`src/rtl/ats_pkg.sv`:
```
// ats_pkg: shared definitions for the ATS eligibility gate.
//   TS_WIDTH_DEFAULT - default width of timer / eligibility / arrival stamps (ps)
//   ats_state_t      - gate FSM states
//   ts_reached()     - wrap-aware "now has reached target" compare
package ats_pkg;

    localparam int unsigned TS_WIDTH_DEFAULT = 72;

    typedef enum logic [1:0] {
        ST_IDLE,
        ST_HOLD,
        ST_RELEASE,
        ST_DISCARD
    } ats_state_t;

    // Target counts as reached when (now - target), taken modulo 2^W, has a clear
    // MSB. A wrapped timer still compares correctly while both stamps are less than
    // half the timer range apart.
    function automatic logic ts_reached(
        input logic [TS_WIDTH_DEFAULT-1:0] now,
        input logic [TS_WIDTH_DEFAULT-1:0] target
    );
        logic [TS_WIDTH_DEFAULT-1:0] diff;
        diff = now - target;
        return ~diff[TS_WIDTH_DEFAULT-1];
    endfunction

endpackage

```
`src/rtl/ats_desc_fifo.sv`:
```
// ats_desc_fifo: synchronous first-word-fall-through FIFO holding pending frame
// entries for the eligibility gate.
//   clk, rstn  - clock, synchronous active-low reset (empties the FIFO)
//   wr_en      - push wr_data (ignored while full)
//   rd_en      - pop the entry shown on rd_data (ignored while empty)
//   rd_data    - current oldest entry
//   full/empty - occupancy flags, derived from registered pointers only
module ats_desc_fifo #(
    parameter int unsigned WIDTH = 32,
    parameter int unsigned DEPTH = 4
) (
    input  logic             clk,
    input  logic             rstn,
    input  logic             wr_en,
    input  logic [WIDTH-1:0] wr_data,
    input  logic             rd_en,
    output logic [WIDTH-1:0] rd_data,
    output logic             full,
    output logic             empty
);

    localparam int unsigned AW      = $clog2(DEPTH);
    localparam logic [AW:0] PTR_ONE = {{AW{1'b0}}, 1'b1};

    logic [WIDTH-1:0] mem [DEPTH];
    logic [AW:0]      wr_ptr;
    logic [AW:0]      rd_ptr;
    logic             do_wr;
    logic             do_rd;

    // Pointers carry one extra wrap bit to tell full from empty.
    assign full    = (wr_ptr[AW] != rd_ptr[AW]) && (wr_ptr[AW-1:0] == rd_ptr[AW-1:0]);
    assign empty   = (wr_ptr == rd_ptr);
    assign do_wr   = wr_en && !full;
    assign do_rd   = rd_en && !empty;
    assign rd_data = mem[rd_ptr[AW-1:0]];

    always_ff @(posedge clk) begin
        if (!rstn) begin
            wr_ptr <= '0;
            rd_ptr <= '0;
        end else begin
            if (do_wr) wr_ptr <= wr_ptr + PTR_ONE;
            if (do_rd) rd_ptr <= rd_ptr + PTR_ONE;
        end
    end

    always_ff @(posedge clk) begin
        if (do_wr) mem[wr_ptr[AW-1:0]] <= wr_data;
    end

endmodule

```
`src/rtl/ats_eligibility_gate.sv`:
```
// ats_eligibility_gate: holds frame descriptors until the reference timer reaches
// each frame's eligibility time, then releases them in arrival order. Frames whose
// residence exceeds MAX_RESIDENCE_PS are discarded and counted instead.
//   clk, rstn            - clock, synchronous active-low reset
//   timer_i              - free-running reference time (ps)
//   gate_enable          - 0 blocks new releases; discard still evaluated
//   s_valid/s_ready      - descriptor input handshake
//   s_desc, s_elig_time  - descriptor and its eligibility time
//   m_valid/m_ready      - released descriptor handshake, m_desc payload
//   drop_valid/drop_desc - one-cycle pulse per discarded descriptor
//   drop_count           - saturating count of discards since reset
module ats_eligibility_gate
    import ats_pkg::*;
#(
    parameter int unsigned                TIMESTAMP_WIDTH  = TS_WIDTH_DEFAULT,
    parameter int unsigned                DESC_WIDTH       = 32,
    parameter int unsigned                FIFO_DEPTH       = 4,
    parameter logic [TIMESTAMP_WIDTH-1:0] MAX_RESIDENCE_PS = '0
) (
    input  logic                       clk,
    input  logic                       rstn,
    input  logic [TIMESTAMP_WIDTH-1:0] timer_i,
    input  logic                       gate_enable,
    input  logic                       s_valid,
    output logic                       s_ready,
    input  logic [DESC_WIDTH-1:0]      s_desc,
    input  logic [TIMESTAMP_WIDTH-1:0] s_elig_time,
    output logic                       m_valid,
    input  logic                       m_ready,
    output logic [DESC_WIDTH-1:0]      m_desc,
    output logic                       drop_valid,
    output logic [DESC_WIDTH-1:0]      drop_desc,
    output logic [31:0]                drop_count
);

    localparam int unsigned ENTRY_W = DESC_WIDTH + 2 * TIMESTAMP_WIDTH;

    ats_state_t                 state;
    logic [DESC_WIDTH-1:0]      head_desc;
    logic [TIMESTAMP_WIDTH-1:0] head_elig;
    logic [TIMESTAMP_WIDTH-1:0] head_arr;
    logic                       ready_q;

    logic                       fifo_wr;
    logic                       fifo_rd;
    logic                       fifo_full;
    logic                       fifo_empty;
    logic [ENTRY_W-1:0]         fifo_wdata;
    logic [ENTRY_W-1:0]         fifo_rdata;

    logic                       eligible;
    logic                       expired;
    logic [TIMESTAMP_WIDTH-1:0] residence;

    // ready_q keeps s_ready low for the reset cycle itself.
    assign s_ready    = ready_q && !fifo_full;
    assign fifo_wr    = s_valid && s_ready;
    assign fifo_wdata = {s_desc, s_elig_time, timer_i};
    assign fifo_rd    = (state == ST_IDLE) && !fifo_empty;

    ats_desc_fifo #(
        .WIDTH (ENTRY_W),
        .DEPTH (FIFO_DEPTH)
    ) u_fifo (
        .clk     (clk),
        .rstn    (rstn),
        .wr_en   (fifo_wr),
        .wr_data (fifo_wdata),
        .rd_en   (fifo_rd),
        .rd_data (fifo_rdata),
        .full    (fifo_full),
        .empty   (fifo_empty)
    );

    // The package compare is fixed at the default width; other widths use the
    // same modular rule locally.
    generate
        if (TIMESTAMP_WIDTH == TS_WIDTH_DEFAULT) begin : g_pkg_cmp
            assign eligible = ts_reached(timer_i, head_elig);
        end else begin : g_local_cmp
            logic [TIMESTAMP_WIDTH-1:0] elig_diff;
            assign elig_diff = timer_i - head_elig;
            assign eligible  = ~elig_diff[TIMESTAMP_WIDTH-1];
        end
    endgenerate

    assign residence = timer_i - head_arr;
    assign expired   = (MAX_RESIDENCE_PS != '0) && (residence > MAX_RESIDENCE_PS);

    always_ff @(posedge clk) begin
        if (!rstn) begin
            state      <= ST_IDLE;
            ready_q    <= 1'b0;
            head_desc  <= '0;
            head_elig  <= '0;
            head_arr   <= '0;
            m_valid    <= 1'b0;
            m_desc     <= '0;
            drop_valid <= 1'b0;
            drop_desc  <= '0;
            drop_count <= '0;
        end else begin
            ready_q    <= 1'b1;
            drop_valid <= 1'b0;
            case (state)
                ST_IDLE: begin
                    if (!fifo_empty) begin
                        {head_desc, head_elig, head_arr} <= fifo_rdata;
                        state <= ST_HOLD;
                    end
                end
                ST_HOLD: begin
                    // Expiry wins over eligibility in the same cycle.
                    if (expired) begin
                        drop_valid <= 1'b1;
                        drop_desc  <= head_desc;
                        if (drop_count != '1) drop_count <= drop_count + 32'd1;
                        state <= ST_DISCARD;
                    end else if (eligible && gate_enable) begin
                        m_valid <= 1'b1;
                        m_desc  <= head_desc;
                        state   <= ST_RELEASE;
                    end
                end
                ST_RELEASE: begin
                    if (m_ready) begin
                        m_valid <= 1'b0;
                        state   <= ST_IDLE;
                    end
                end
                ST_DISCARD: begin
                    state <= ST_IDLE;
                end
                default: begin
                    state <= ST_IDLE;
                end
            endcase
        end
    end

endmodule

```
`config.mk`:
```
export PLATFORM = sky130hd
export DESIGN_NAME = ats_eligibility_gate
export DESIGN_NICKNAME = d
export VERILOG_FILES = /design/src/rtl/ats_pkg.sv /design/src/rtl/ats_desc_fifo.sv /design/src/rtl/ats_eligibility_gate.sv
export SDC_FILE = /design/constraint.sdc
export NUM_CORES = 1
export LEC_CHECK = 0
export CAP_MARGIN = 20
export CORE_ASPECT_RATIO = 1.4
export CORE_MARGIN = 3
export CORE_UTILIZATION = 55
export DETAILED_ROUTE_END_ITERATION = 8
export PLACE_DENSITY = 0.79
export SLEW_MARGIN = 20
export SYNTH_ARGS = -nofsm -noshare
export SYNTH_HDL_FRONTEND = slang
export SYNTH_SLANG_ARGS = --single-unit
```
`constraint.sdc`:
```
create_clock -name clk -period 6 [get_ports clk]
set_clock_uncertainty 0.1 [all_clocks]
set_input_delay 1.8 -clock clk [delete_from_list [all_inputs] [get_ports clk]]
set_output_delay 1.8 -clock clk [all_outputs]
set_load 0.1 [all_outputs]
```
==> impl_metrics.tcl <==
set metrics [dict create \
    status "complete, no violations" \
    die_area_um2 44000 \
    wirelength_mm 46.1 \
    async_flop_share 0 \
    cts_resized 0 \
    cts.path.max_buffers 3 \
    hpwl_mm 28.4 \
    grt_overflow 0 \
    ant_nets 0 \
    setup_viol 0 \
    max_freq_mhz 210 \
    area_delta_synth_final_pct 18.3 \
    routed_via_density 5.46 \
    leakage_nw 8.96 \
    port_buffers 214 \
    synth_area_per_cell_um2 15.1 \
    cts_hold_buf 0 \
    multi_input_area_um2 6590 \
    antenna_found_initial 8 \
    seqCellArea_um2 15400 \
    initialDrtViolationCount 820 \
    clock_latency_ns 0.57 \
    drc 0 \
    cpPeakStageDelay_ns 0.54 \
    drv_slew 0 \
    ios 280 \
    synth-seq-area-share 0.676 \
    gp_congestion 0.764 \
    cts_setup_buffers 0 \
    die_y_um 247 \
    worstPathCellList "clkdlybuf4s50_1 -> ha_1 -> nand4_1 -> or2_2 -> nor4_1 -> o21ai_0 -> o21ai_2 -> mux2i_4 -> buf_12 -> mux2i_1" \
    synthFlopType "edfxtp_1" \
    end_kind "flop" \
    vias 12500 \
    final_common_cell "edfxtp_1" \
    cts_made_buffers 50 \
    netlist_area_um2 22800 \
    layout_common_cells "edfxtp_1 (416), nand2_1 (297), clkdlybuf4s50_1 (212)" \
    power.density_nw_per_um2 384 \
    tightest_slew_ns 1.08 \
    fp.dieW_um 178 \
    grt_pass1_wl_mm 71.9 \
    synthCells 1506 \
    layout.nets 1972 \
    crit_slowest_cell "nor4_1" \
    track_usage 0.214 \
    rows 87 \
    root_buffer "clkbuf_16" \
    rsz0062_at_grt "no" \
    cts_max_level 2 \
    yosysWarningCount 0 \
    peakVddDrop_mv 0.289 \
    synth-edff-count 416 \
    core_area_um2 40600 \
    synth-seq-cells 562 \
    fin_tns_setup_ns 0 \
    crit_fanout 34 \
    nFillCells 2830 \
    clock_sinks 562 \
    start_util 0.562 \
    finalHoldViolCount 0 \
    ys_types 46 \
    grt_max_degree 86 \
    cap_violations 0 \
    slew-limit-headroom 0.279 \
    min_period_ns 4.76 \
    dr.pass1.iters 5 \
    wl_per_cell_um 20.1 \
    reg2reg_setup_slack_ns 2.48 \
    cp-start-kind "input pin" \
    min_period_over_period 0.793 \
    crit_arrival_ns 5.13 \
    drive_gt1_frac 0.119 \
    crit_type "in2reg" \
    cts_tree "yes" \
    clkTransAtPathRegs_ns 0.06 \
    grt_pass1_vias 13200 \
    required_ns 6.38 \
    finalPower_mw 10.4 \
    hp-class "reg2reg" \
]
[synthesized netlist by cell type (2+ instances only)]
cell,count,share of area
xnor2_1,8,0.0031
mux4_2,104,0.10
nand4_1,10,0.0027
buf_4,65,0.021
o21ai_1,2,0.00044
a31oi_1,3,0.00082
a21o_1,10,0.0033
a221oi_1,2,0.00077
a21boi_0,106,0.035
inv_1,75,0.012
clkbuf_1,47,0.0077
buf_1,6,0.00099
buf_6,3,0.0015
nand3_1,2,0.00044
o21ai_0,11,0.0024
a21oi_1,27,0.0059
nor3_1,2,0.00044
mux2i_1,33,0.014
o21a_1,3,0.00099
and2_1,3,0.00082
dfxtp_1,146,0.13
ha_1,75,0.041
nor4_1,2,0.00055
nor2_1,8,0.0013
edfxtp_1,416,0.55
nand2_1,297,0.049
or3_1,2,0.00055
nor2b_1,5,0.0014
and3_1,4,0.0011
buf_2,13,0.0029
[metrics by stage]
stage	instances	cell area, µm²	worst slack, ns	util	hold WS, ns
finish	2297	27000	1.24	0.664	0.356
global route	2297	27000	1.21	0.664	0.373
CTS	2292	27000	1.31	0.664	0.361
detailed placement	2198	25300	0.754	0.622	0.350
global placement	2198	25300	0.835	0.622	0.343
floorplan	1570	23000	0.307	-	0.338
[cell families (layout without fill, tap and decap cells)]
family,after synthesis,count (layout),synth area share
simple gates,339,339,0.0604
fa+ha+maj,75,75,0.0412
flops,562,562,0.676
xor+xnor,9,9,0.00346
buf+inv,209,397,0.0468
compound gates,173,173,0.0537
other cells,1,70,0.000164
mux,138,138,0.118
[critical path: cells and delay by family]
family | cells | cell delay [ns]
AOI/OAI and AO/OA | 2 | 0.72
adders and majority gates | 1 | 0.30
buffers and inverters | 2 | 0.65
muxes | 2 | 0.56
and+or+nand+nor | 3 | 1.04
[cell type report]
class | instances | share of cell area
Tap cell | 534 | 0.0248
Inverter | 75 | 0.0104
Multi-Input combinational cell | 799 | 0.244
Timing Repair Buffer | 228 | 0.0855
Clock buffer | 81 | 0.0573
Antenna cell | 5 | 0.000464
Sequential cell | 562 | 0.572
Clock inverter | 13 | 0.00529
[power breakdown]
group | internal, mW | leakage [nW] | switching (mW) | total (mW)
logic | 0.935 | 3.16 | 1.44 | 2.38
clock network | 1.89 | 0.830 | 1.33 | 3.22
registers | 4.53 | 4.97 | 0.232 | 4.76
total | 7.36 | 8.96 | 3.01 | 10.4
[state kept, by name (all words and copies together) (netlist names)]
register	flops
u_fifo.mem	416
head_elig	72
head_desc	32
m_desc	32
u_fifo.rd_ptr	3
u_fifo.wr_ptr	3
state	2
m_valid	1
ready_q	1
[worst paths after layout]
path,from,endpoint,depth (start not counted)
worst max register to register,head_elig[70],m_desc[29],10
worst min-delay path,head_desc[9],m_desc[9],2
worst min register to register,head_desc[9],m_desc[9],2
worst max-delay path,timer_i[68],m_desc[29],10
[routing by layer]
layer / share of wire / wire [µm] / vias up / GRT usage
met1: 0.38 / 17500 / 6254 / 0.253
met5: 0.00074 / 34 / - / 0
met4: 0.033 / 1510 / 6 / 0.0798
li1: - / - / 5813 / -
met2: 0.53 / 24300 / 372 / 0.385
met3: 0.058 / 2690 / 96 / 0.0398
(Power assumes the default switching activity.)
